$ cat src/rtl/datapath_seq.sv
// Sequenced register-file datapath: a five-state FSM reads two operands, runs the
// B-shifter and ALU, and writes the result (or a latched immediate) back to a register.
module datapath_seq #(
    parameter int WIDTH = 16,
    parameter int NREGS = 8,
    parameter int IDXW  = $clog2(NREGS)
) (
    input  logic             clk,
    input  logic             rst_n,
    input  logic             start,
    input  logic [IDXW-1:0]  rsel_a,
    input  logic [IDXW-1:0]  rsel_b,
    input  logic [IDXW-1:0]  writenum,
    input  logic [1:0]       shift,
    input  logic [1:0]       ALUop,
    input  logic             asel,
    input  logic             bsel,
    input  logic             vsel,
    input  logic [WIDTH-1:0] datapath_in,
    output logic             busy,
    output logic             done,
    output logic [2:0]       status,
    output logic [WIDTH-1:0] datapath_out
);

    typedef enum logic [2:0] {
        IDLE,
        RDA,
        RDB,
        EXEC,
        WB
    } state_t;

    state_t state_q, state_d;

    // Command captured at accept; the live inputs are ignored until the next IDLE.
    logic [IDXW-1:0]  rsel_a_q, rsel_a_d;
    logic [IDXW-1:0]  rsel_b_q, rsel_b_d;
    logic [IDXW-1:0]  writenum_q, writenum_d;
    logic [1:0]       shift_q, shift_d;
    logic [1:0]       aluop_q, aluop_d;
    logic             asel_q, asel_d;
    logic             bsel_q, bsel_d;
    logic             vsel_q, vsel_d;
    logic [WIDTH-1:0] din_q, din_d;

    logic [WIDTH-1:0] a_q, a_d;
    logic [WIDTH-1:0] b_q, b_d;
    logic [WIDTH-1:0] c_q, c_d;
    logic [2:0]       status_q, status_d;
    logic [WIDTH-1:0] regs_q [NREGS];
    logic [WIDTH-1:0] regs_d [NREGS];

    logic [WIDTH-1:0] b_shift;
    logic [WIDTH-1:0] ain;
    logic [WIDTH-1:0] bin;
    logic [WIDTH-1:0] alu_res;
    logic             alu_v;

    always_comb begin
        case (shift_q)
            2'b00:   b_shift = b_q;
            2'b01:   b_shift = {b_q[WIDTH-2:0], 1'b0};
            2'b10:   b_shift = {1'b0, b_q[WIDTH-1:1]};
            default: b_shift = {b_q[WIDTH-1], b_q[WIDTH-1:1]};
        endcase

        ain = asel_q ? '0 : a_q;
        bin = bsel_q ? {{(WIDTH-5){1'b0}}, din_q[4:0]} : b_shift;

        // Overflow: operands (with B's sign flipped for subtract) agree in sign but the result does not.
        alu_v = 1'b0;
        case (aluop_q)
            2'b00: begin
                alu_res = ain + bin;
                alu_v   = (ain[WIDTH-1] == bin[WIDTH-1]) && (alu_res[WIDTH-1] != ain[WIDTH-1]);
            end
            2'b01: begin
                alu_res = ain - bin;
                alu_v   = (ain[WIDTH-1] != bin[WIDTH-1]) && (alu_res[WIDTH-1] != ain[WIDTH-1]);
            end
            2'b10:   alu_res = ain & bin;
            default: alu_res = ~bin;
        endcase
    end

    always_comb begin
        // NOTE: every _d starts as its _q so no path through the case leaves a signal unassigned (no latch).
        state_d    = state_q;
        rsel_a_d   = rsel_a_q;
        rsel_b_d   = rsel_b_q;
        writenum_d = writenum_q;
        shift_d    = shift_q;
        aluop_d    = aluop_q;
        asel_d     = asel_q;
        bsel_d     = bsel_q;
        vsel_d     = vsel_q;
        din_d      = din_q;
        a_d        = a_q;
        b_d        = b_q;
        c_d        = c_q;
        status_d   = status_q;
        regs_d     = regs_q;

        case (state_q)
            IDLE: begin
                if (start) begin
                    rsel_a_d   = rsel_a;
                    rsel_b_d   = rsel_b;
                    writenum_d = writenum;
                    shift_d    = shift;
                    aluop_d    = ALUop;
                    asel_d     = asel;
                    bsel_d     = bsel;
                    vsel_d     = vsel;
                    din_d      = datapath_in;
                    state_d    = vsel ? WB : RDA;
                end
            end
            RDA: begin
                a_d     = regs_q[rsel_a_q];
                state_d = RDB;
            end
            RDB: begin
                b_d     = regs_q[rsel_b_q];
                state_d = EXEC;
            end
            EXEC: begin
                c_d      = alu_res;
                status_d = {alu_v, alu_res[WIDTH-1], (alu_res == '0)};
                state_d  = WB;
            end
            WB: begin
                regs_d[writenum_q] = vsel_q ? din_q : c_q;
                state_d            = IDLE;
            end
            default: state_d = IDLE;
        endcase
    end

    // NOTE: the register file sits in the reset branch too, since an operation after reset must read zeros.
    always_ff @(posedge clk or negedge rst_n) begin
        if (!rst_n) begin
            state_q    <= IDLE;
            rsel_a_q   <= '0;
            rsel_b_q   <= '0;
            writenum_q <= '0;
            shift_q    <= '0;
            aluop_q    <= '0;
            asel_q     <= 1'b0;
            bsel_q     <= 1'b0;
            vsel_q     <= 1'b0;
            din_q      <= '0;
            a_q        <= '0;
            b_q        <= '0;
            c_q        <= '0;
            status_q   <= '0;
            regs_q     <= '{default: '0};
        end else begin
            // NOTE: non-blocking updates so every flop samples the pre-edge values of the others.
            state_q    <= state_d;
            rsel_a_q   <= rsel_a_d;
            rsel_b_q   <= rsel_b_d;
            writenum_q <= writenum_d;
            shift_q    <= shift_d;
            aluop_q    <= aluop_d;
            asel_q     <= asel_d;
            bsel_q     <= bsel_d;
            vsel_q     <= vsel_d;
            din_q      <= din_d;
            a_q        <= a_d;
            b_q        <= b_d;
            c_q        <= c_d;
            status_q   <= status_d;
            regs_q     <= regs_d;
        end
    end

    assign busy         = (state_q != IDLE);
    assign done         = (state_q == WB);
    assign status       = status_q;
    assign datapath_out = c_q;

endmodule

$ cat config.mk
export PLATFORM = sky130hd
export DESIGN_NAME = datapath_seq
export DESIGN_NICKNAME = d
export VERILOG_FILES = /design/src/rtl/datapath_seq.sv
export SDC_FILE = /design/constraint.sdc
export NUM_CORES = 1
export LEC_CHECK = 0
export ABC_AREA = 1
export BUFFER_PORTS_ARGS = -buffer_cell sky130_fd_sc_hd__buf_2
export CORE_MARGIN = 1
export CORE_UTILIZATION = 45
export DETAILED_ROUTE_END_ITERATION = 12
export PLACE_DENSITY = 0.72
export SETUP_SLACK_MARGIN = 0.4
export SLEW_MARGIN = 20
export SYNTH_ARGS = -nofsm -noshare
export SYNTH_HDL_FRONTEND = slang
export SYNTH_SLANG_ARGS = --single-unit
export TNS_END_PERCENT = 100
$ cat constraint.sdc
create_clock -name clk -period 3.6 [get_ports clk]
set_input_delay 0.54 -clock clk [delete_from_list [all_inputs] [get_ports clk]]
set_output_delay 0.54 -clock clk [all_outputs]
set_load 0.01 [all_outputs]
Yosys cells after proc, flatten, opt, wreduce, memory -nomap -nowiden
Cells that the tools add are included.
Storage, ports and cells
  memories kept: 0
  bits in writable memories: 0
  bits in latches: 0
  ROM bits: 0
  register bits after elaboration: 214
Operators by class
  divide/modulo/power cells: 0
  $lt $le $gt $ge: 4
  $add $sub $neg: 2
  eq/ne operators: 13
  mux-type cells: 18
  bitwise operators: 5
  reductions and logical operators: 9
  multiply operators: 0
  shift-type cells: 0
Operator list (count)
  $bwmux 128: 1
  $mux 16: 8
  $bmux 16 s3: 2
  $pmux 16 s3: 2
  $demux 16 s3: 1
  $add 16x16->16: 1
  $and 16x16->16: 1
  $logic_not 16->1: 1
  $not 16->16: 1
  $sub 16x16->16: 1
  $ge 4x4->1 const B: 3
  $not 3->4: 3
  $pmux 3 s4: 1
  $eq 3x2->1 const B: 2
  $mux 3: 2
  $eq 2x1->1 const B: 2
  $eq 2x2->1 const B: 2
  $logic_not 2->1: 2
  $lt 4x1->1 const B: 1
  $eq 3x1->1 const B: 1
  $eq 3x3->1 const B: 1
  $logic_and 1x1->1: 3
  $logic_not 3->1: 1
  $ne 1x1->1: 3
  other kinds (5): 5

Depth between registers and ports, before layout
Gate-level depths: netlist of run 1.
  word-level depth: 7
  gate-level depth with buffers: 24

Least setup slack after synthesis of run 1
No wires, ideal clock.
  path type: register to register
  from: register shift_q[1]
  to: register status_q[0], in the netlist status[0]
  arrival time: 2491 ps
  stages on the path, launching flop included: 24
  setup time: 117 ps
  slack: 992 ps
  required time: 3483 ps
  cell sequence: dfrtp_1 > buf_6 > nor2_4 > nand2_1 > nand2_1 > o21ai_0 > inv_1 > ha_1 > inv_1 > fa_1 > inv_1 > nand2_1 > nand2_1 > nand3_1 > nand2_1 > nand2_1 > nand3_1 > nand3_1 > nand3_1 > nand2_1 > nand3_1 > nor2_1 > nand3_1 > nand2_1
On the way
  longest elaborated chain between the ends: 6
  elaborated cells between the ends (all ways): 11
  classes of those cells: add/sub: 2; eq/ne: 2; mux: 3; bitwise: 2; reduce/logical: 2
Ends and longest elaborated chain
  from (decl): RTL line 40  | logic [1:0] shift_q, shift_d;
  from (signal assigned): RTL line 165  | shift_q <= shift_d;
  $eq 2x2->1 (tied with other cells): RTL line 61  | case (shift_q)
  $pmux 16 s3 *: RTL line 61
  $mux 16 *: RTL line 69  | bin = bsel_q ? {{(WIDTH-5){1'b0}}, din_q[4:0]} : b_shift;
  $sub 16x16->16 (tied with other cells): RTL line 79  | alu_res = ain - bin;
  $pmux 16 s3 *: RTL line 73  | case (aluop_q)
  $logic_not 16->1 *: RTL line 130  | status_d = {alu_v, alu_res[WIDTH-1], (alu_res == '0)};
  to (signal assigned): RTL line 174  | status_q <= status_d;
  to (decl): RTL line 50  | logic [2:0] status_q, status_d;
Mark *: on every way between the ends. The rest lies on a longest branch, timed or not.
A chain may end at the register's enable or synchronous reset.

Final worst setup path of run 1
Same ends and word-level chain as after synthesis.

==> flow_metrics.py, run 1 <==
metrics = {
    "route": {
        "vias_per_cell": 5.69,
        "drc_errors": 0,
        "first_pass_iters": 6,
        "drt-initial-drc-count": 1078,
        "drtAntennaViolNets": 0,
        "wirelength_um": 38900,
        "wl_per_cell_um": 18.6,
        "dr_total_vias": 11900,
    },
    "logic_synthesis": {
        "synth_seq_cells": 213,
        "synth_compound_area_share_pct": 17.7,
        "synthTopCellsByArea": "dfrtp_1 41%, nand2_1 9.7%, o21ai_0 8.3%",
        "netlist.area_leader.share_pct": 41.0,
        "postSynthCellCount": 1684,
        "synth-seq-area-share_pct": 41.0,
        "synth_fa_ha_area_share_pct": 3.38,
        "muxShareOfSynthArea_pct": 7.96,
        "synth_top_family_by_area": "simple AND/OR/NAND/NOR gates",
        "syn-cell-area_um2": 13000,
        "synth_area_leader_cell": "dfrtp_1",
        "synth-simple-area-share_pct": 20.8,
        "synth_xor_area_share_pct": 0.0673,
        "syn-num-nets": 1753,
        "yosysUniqueCellTypes": 35,
        "avgSynthCellArea_um2": 7.73,
        "yosys_warnings": 0,
    },
    "final_layout": {
        "fin_cells": 2098,
        "syn2layout_area_growth_pct": 11.9,
        "drive_above_1_share_pct": 17.0,
        "diodes": 0,
        "fillers": 2704,
        "nets": 1773,
    },
    "worst_setup_path": {
        "worstPathRequired_ps": 4040,
        "worst_path_max_delay_cell": "dfrtp_2",
        "slowest_delay_ps": 470,
        "path_class": "flop to flop",
        "reg2regPathDepth": 18,
        "reg2reg_to": "status[0]",
        "reg2reg_from": "shift_q[1]",
        "critical_path_arrival_ps": 3550,
        "worstPathMaxFanout": 9,
        "cpMostUsedCell": "nand2_1",
        "path_cells": "buf_4 -> nor2_4 -> buf_12 -> nand2_1 -> o221ai_1 -> nand2_1 -> ha_1 -> buf_4 -> nand2_1 -> nor2_2 -> nand3_1 -> nand2_1 -> nand2_1 -> nand3_1 -> nand4_1 -> nor2_1 -> nand3_1 -> nand2_1",
        "regToRegSetupSlack_ps": 500,
        "cp-end-kind": "flop",
        "cp-start-kind": "flop",
    },
    "sta": {
        "slew_violations": 0,
        "fin_skew_ps": 14.2,
        "finalCriticalPeriod_ps": 3100,
        "max_slew.worst_pin.slew_ps": 1060,
        "timing.fmax_mhz": 322,
        "rsz0062_at_grt": "true",
        "finalSetupTns_ps": 0,
        "period_share_pct": 86.2,
        "hold_viol": 0,
        "finalSetupViolations": 0,
        "slew_headroom_pct": 28.8,
    },
    "clock_network": {
        "clkLatencyLatePin_ps": 510,
        "clk_path_buf_depth": 3,
        "cts_buffers": 23,
        "clk_pin_slew_ps": 70,
        "cts_tree": "yes",
        "h-tree-depth": 1,
        "cts.sinks": 213,
        "cts-root-buf": "clkbuf_16",
    },
    "floorplanning": {
        "die-area_um2": 29600,
        "die_width_um": 172,
        "core_um2": 28100,
        "rows": 61,
        "initial_core_util_pct": 46.3,
        "io-pin-count": 56,
        "die-height_um": 172,
    },
    "grt": {
        "grtUsageMet1_pct": 35.8,
        "grt_pass1_wl_um": 61300,
        "grt_max_degree": 115,
        "grt-busiest-layer": "met2",
        "grt_use_met2_pct": 43.8,
        "use_met3_pct": 3.09,
        "grt_pass1_vias": 11300,
        "track_usage_pct": 26.8,
        "antenna_found_initial": 0,
        "grt_overflow_total": 0,
    },
    "pwr": {
        "p_int_uw": 7520,
        "p_comb_share_pct": 52.9,
        "powerDensity_nw_per_um2": 991,
        "power_frac_clock_pct": 17.0,
        "p_seq_share_pct": 30.1,
        "peakVddDrop_uv": 388,
        "p_leak_uw": 0.00697,
        "swShare_pct": 47.9,
        "power.switching_uw": 6910,
    },
    "place": {
        "hpwl_um": 26800,
        "place_congestion": 1.04,
        "io_buffers": 55,
        "dp_cells": 2045,
    },
    "run": {
        "cap_viol_max_count": 0,
    },
    "hold_path": {
        "holdCritPathClass": "input port to async pin",
    },
    "outcome": {
        "status": "complete, no violations",
    },
}
[stage by stage]
stage	total power (uW)	utilization, %	hold slack, ps	cell area [um^2]	worst slack, ps
6_report	14400	51.8	44.5	14600	496
4_1_cts	14100	51.3	61.5	14400	413
3_3_place_gp	11400	48.3	491	13600	279
2_1_floorplan	9390	-	244	13000	992
3_5_place_dp	11500	48.3	492	13600	264
5_1_grt	15600	51.8	93.5	14600	356
[final cells by class]
type | count | area [um^2] | area share [%]
inverters | 190 | 716 | 4.91
well taps | 378 | 473 | 3.25
flip-flops and latches | 213 | 5340 | 36.7
clock inverters | 14 | 189 | 1.30
clock buffers | 27 | 591 | 4.06
multi-input cells | 1179 | 6620 | 45.4
repair buffers | 97 | 636 | 4.37
[how the worst max path moves through the flow]
| stage | from | endpoint | slack, ps | cells past startpoint |
|---|---|---|---|---|
| 5_1_grt | shift_q[1] | status[0] | 360 | 21 |
| 3_5_place_dp | shift_q[1] | status[0] | 260 | 19 |
| 6_report | shift_q[1] | status[0] | 500 | 18 |
| 3_3_place_gp | shift_q[1] | status[0] | 280 | 21 |
| 2_1_floorplan | shift_q[1] | status[0] | 990 | 23 |
| 4_1_cts | shift_q[1] | datapath_out[14] | 410 | 20 |
[registers in the layout, summed over array words and instances, names as in the netlist, 15 cells and up]
register	cells
b_q	16
datapath_out	15
regs_q	128
a_q	16
din_q	16
[layout by cell type, fill, tap and decap left out, types with 6 or more instances in the layout]
cell,instances
mux2_2,92
a21oi_1,111
nand4_1,15
dfrtp_2,6
nor2_2,14
buf_4,38
ha_1,25
inv_1,182
buf_2,54
o21ai_1,12
nand2_2,14
nand2_1,326
o211ai_1,63
o21ai_0,214
o221ai_1,6
dfrtp_1,206
clkbuf_16,23
nor2_1,85
nand3_1,163
[cells in the mapped netlist]
| cell | n |
|---|---|
| nor4_1 | 1 |
| dfrtp_1 | 213 |
| inv_1 | 185 |
| o221ai_1 | 6 |
| nor2_4 | 2 |
| nand3b_1 | 1 |
| a21oi_4 | 1 |
| mux2_2 | 92 |
| nor2_2 | 4 |
| buf_1 | 7 |
| o211ai_2 | 3 |
| o21bai_1 | 2 |
| a22oi_1 | 1 |
| buf_4 | 3 |
| nand4_1 | 15 |
| a21oi_1 | 112 |
| nor3_1 | 6 |
| ha_1 | 32 |
| inv_2 | 3 |
| nor2_1 | 96 |
| xor2_1 | 1 |
| nand2_2 | 6 |
| nand2_4 | 1 |
| o21a_1 | 2 |
| nand3_1 | 164 |
| nand2_1 | 335 |
| o21ai_0 | 217 |
| clkbuf_1 | 66 |
| o21ai_1 | 9 |
| or2_2 | 5 |
| o211ai_1 | 63 |
| clkinv_1 | 2 |
| buf_2 | 19 |
| fa_1 | 2 |
| buf_6 | 7 |
[power groups by stage]
stage	combinational, uW	clock, uW	sequential [uW]
6_report	7640	2450	4340
2_1_floorplan	5560	0	3830
4_1_cts	7300	2490	4320
3_5_place_dp	7200	0	4350
5_1_grt	8500	2590	4460
3_3_place_gp	7070	0	4310
[metal layers]
metal	wire length (um)	part of all wire, %
met1	16900	43
met2	18100	46
met3	2370	6.1
met4	1550	4.0
met5	0	0
[worst max-delay path, delay by kind of cell (launching register included)]
family	cells	cell delay [ps]
and+or+nand+nor	13	1590
AOI/OAI and AO/OA	1	60
DFF	1	470
buffers and inverters	3	490
adders and majority gates	1	430
[kinds of logic after synthesis]
kind of cell | Yosys count
fa+ha+maj | 34
simple gates | 636
compound gates | 416
mux | 92
xor+xnor | 1
flops | 213
buf+inv | 292
[timing repair]
action                                  4_1_cts  5_1_grt
setup buffers                                 3        9
pin swaps                                     2        2
gates resized for setup                       6       34
endpoints found under the setup margin        6       10
hold buffers                                  0        0
gates cloned                                  0        0
(Power assumes the default switching activity.)
==> run 2, diff against run 1 <==
--- a/config.mk
+++ b/config.mk
@@ -8,9 +8,9 @@
 export ABC_AREA = 1
 export BUFFER_PORTS_ARGS = -buffer_cell sky130_fd_sc_hd__buf_2
 export CORE_MARGIN = 1
-export CORE_UTILIZATION = 45
+export CORE_UTILIZATION = 35
 export DETAILED_ROUTE_END_ITERATION = 12
-export PLACE_DENSITY = 0.72
+export PLACE_DENSITY = 0.61
 export SETUP_SLACK_MARGIN = 0.4
 export SLEW_MARGIN = 20
 export SYNTH_ARGS = -nofsm -noshare
==> run 2 against run 1 <==
Net effect: sequential power is 0.9% lower; largest power group unchanged; combinational power is 1% higher; routed wire length is 3.6% higher.
==> flow_metrics.py, run 2 (synthesis results as in run 1) <==
metrics = {
    "route": {
        "wirelength_um": 40300,
        "drtAntennaViolNets": 0,
        "drc_errors": 0,
        "vias_per_cell": 5.42,
        "drt-initial-drc-count": 1181,
        "first_pass_iters": 5,
        "dr_total_vias": 11900,
        "wl_per_cell_um": 18.4,
    },
    "grt": {
        "grt_overflow_total": 0,
        "track_usage_pct": 21.1,
        "grt_pass1_vias": 11400,
        "antenna_found_initial": 0,
        "grt_pass1_wl_um": 63400,
        "grt_max_degree": 115,
    },
    "floorplanning": {
        "die-area_um2": 38000,
        "core_um2": 36600,
        "initial_core_util_pct": 35.5,
        "die_width_um": 195,
        "rows": 70,
        "io-pin-count": 56,
        "die-height_um": 195,
    },
    "place": {
        "io_buffers": 55,
        "place_congestion": 0.983,
        "hpwl_um": 28000,
        "dp_cells": 2138,
    },
    "final_layout": {
        "syn2layout_area_growth_pct": 14.6,
        "final_cell_mix": "327 x nand2_1, 214 x o21ai_0, 205 x dfrtp_1, 181 x inv_1, 162 x nand3_1",
        "final_common_cell": "nand2_1",
        "nets": 1777,
        "diodes": 0,
        "drive_above_1_share_pct": 17.9,
        "fin_cells": 2193,
        "largest_register_ffs": 128,
        "regMostFlops": "regs_q",
    },
    "sta": {
        "timing.fmax_mhz": 334,
        "rsz0062_at_grt": "true",
        "finalSetupTns_ps": 0,
        "hold_viol": 0,
        "fin_skew_ps": 7.38,
        "finalSetupViolations": 0,
        "max_slew.worst_pin.slew_ps": 971,
        "slew_violations": 0,
        "finalCriticalPeriod_ps": 3000,
        "period_share_pct": 83.2,
        "slew_headroom_pct": 35.2,
    },
    "worst_setup_path": {
        "reg2regPathDepth": 20,
        "path_class": "flop to flop",
        "cp-startpoint": "shift_q[1]",
        "worstPathMaxFanout": 9,
        "cp-start-kind": "flop",
        "cp-end-kind": "flop",
        "worstPathRequired_ps": 3980,
        "regToRegSetupSlack_ps": 600,
        "reg2reg_from": "shift_q[1]",
        "reg2reg_to": "status[1]",
        "critical_path_arrival_ps": 3370,
    },
    "pwr": {
        "p_leak_uw": 0.00706,
        "powerDensity_nw_per_um2": 1010,
        "peakVddDrop_uv": 447,
    },
    "run": {
        "cap_viol_max_count": 0,
    },
    "clock_network": {
        "cts-root-buf": "clkbuf_16",
        "cts.sinks": 213,
        "clkLatencyLatePin_ps": 520,
        "postCtsHoldBufs": 0,
        "cts_tree": "yes",
        "clk_path_buf_depth": 3,
        "h-tree-depth": 1,
        "clk_pin_slew_ps": 60,
        "cts_buffers": 25,
    },
    "outcome": {
        "status": "complete, no violations",
    },
    "hold_path": {
        "holdCritPathClass": "input port to async pin",
    },
}
[run 2: cell count changes in the layout (fill, tap and decap cells not counted), sizes merged]
cell | before | now
clkbuf | 28 | 29
buf | 96 | 98
inv | 190 | 189
clkinvlp | 3 | 1
bufinv | 4 | 9
[run 2: power by group]
part           switching [uW]  internal [uW]  total, uW
clock network            1050           1940       2990
registers                 911           3390       4300
logic                    5010           2720       7730
[run 2: critical path, stage by stage, from the launching register on]
cell      delay (ps)
dfrtp_2          490
clkbuf_2         170
a21oi_1          170
o211ai_2         120
nand2_1           90
inv_1             50
ha_2             350
inv_1            120
nand2_1           60
nand2_1          100
nand2_1           60
nand2_1          100
inv_1             60
nand2_1          110
nand3_1          110
nand2_1          120
nand2_1           60
nand3_1           60
nand4_1          170
nand2_2          170
o21ai_0          100
[run 2: worst max path at each step]
| stage | endpoint | slack [ps] | cells after the start |
|---|---|---|---|
| 5_1_grt | status[0] | 380 | 20 |
| 3_3_place_gp | status[0] | 230 | 21 |
| 4_1_cts | status[0] | 410 | 18 |
| 2_1_floorplan | status[0] | 990 | 23 |
| 6_report | status[1] | 600 | 20 |
| 3_5_place_dp | status[0] | 190 | 21 |
[run 2: metal layers]
metal | vias to the layer above | routed length [um] | track usage (%) | share of wire, %
met2 | 398 | 19200 | 35.7 | 48
met4 | 0 | 1470 | 8.63 | 3.6
met3 | 100 | 2280 | 2.36 | 5.7
met5 | - | 0 | 0 | 0
met1 | 5698 | 17400 | 27.6 | 43
li1 | 5688 | - | - | -
[run 2: timing repair]
item	CTS	global route
pin swaps	1	12
gates cloned	0	0
resized for setup	6	48
buffers inserted	2	9
endpoints found under the hold margin	0	0
setup endpoints to repair	4	10
[run 2: final cells by class]
cell class	instances	area (um^2)
repair buffers	99	651
clock buffers	28	647
clock inverters	16	315
well taps	468	586
multi-input cells	1179	6650
inverters	190	718
flip-flops and latches	213	5340
fillers	3679	21700
[run 2: metrics by stage]
stage / total power [uW] / utilization [%] / setup WS (ps) / area [um^2] / hold slack (ps)
detailed placement: 11600 / 37.4 / 193 / 13700 / 494
CTS: 14700 / 40.1 / 411 / 14700 / 120
finish: 15000 / 40.7 / 603 / 14900 / 67.6
global route: 16200 / 40.7 / 380 / 14900 / 156
global placement: 11500 / 37.4 / 234 / 13700 / 491
floorplan: 9390 / - / 992 / 13000 / 244
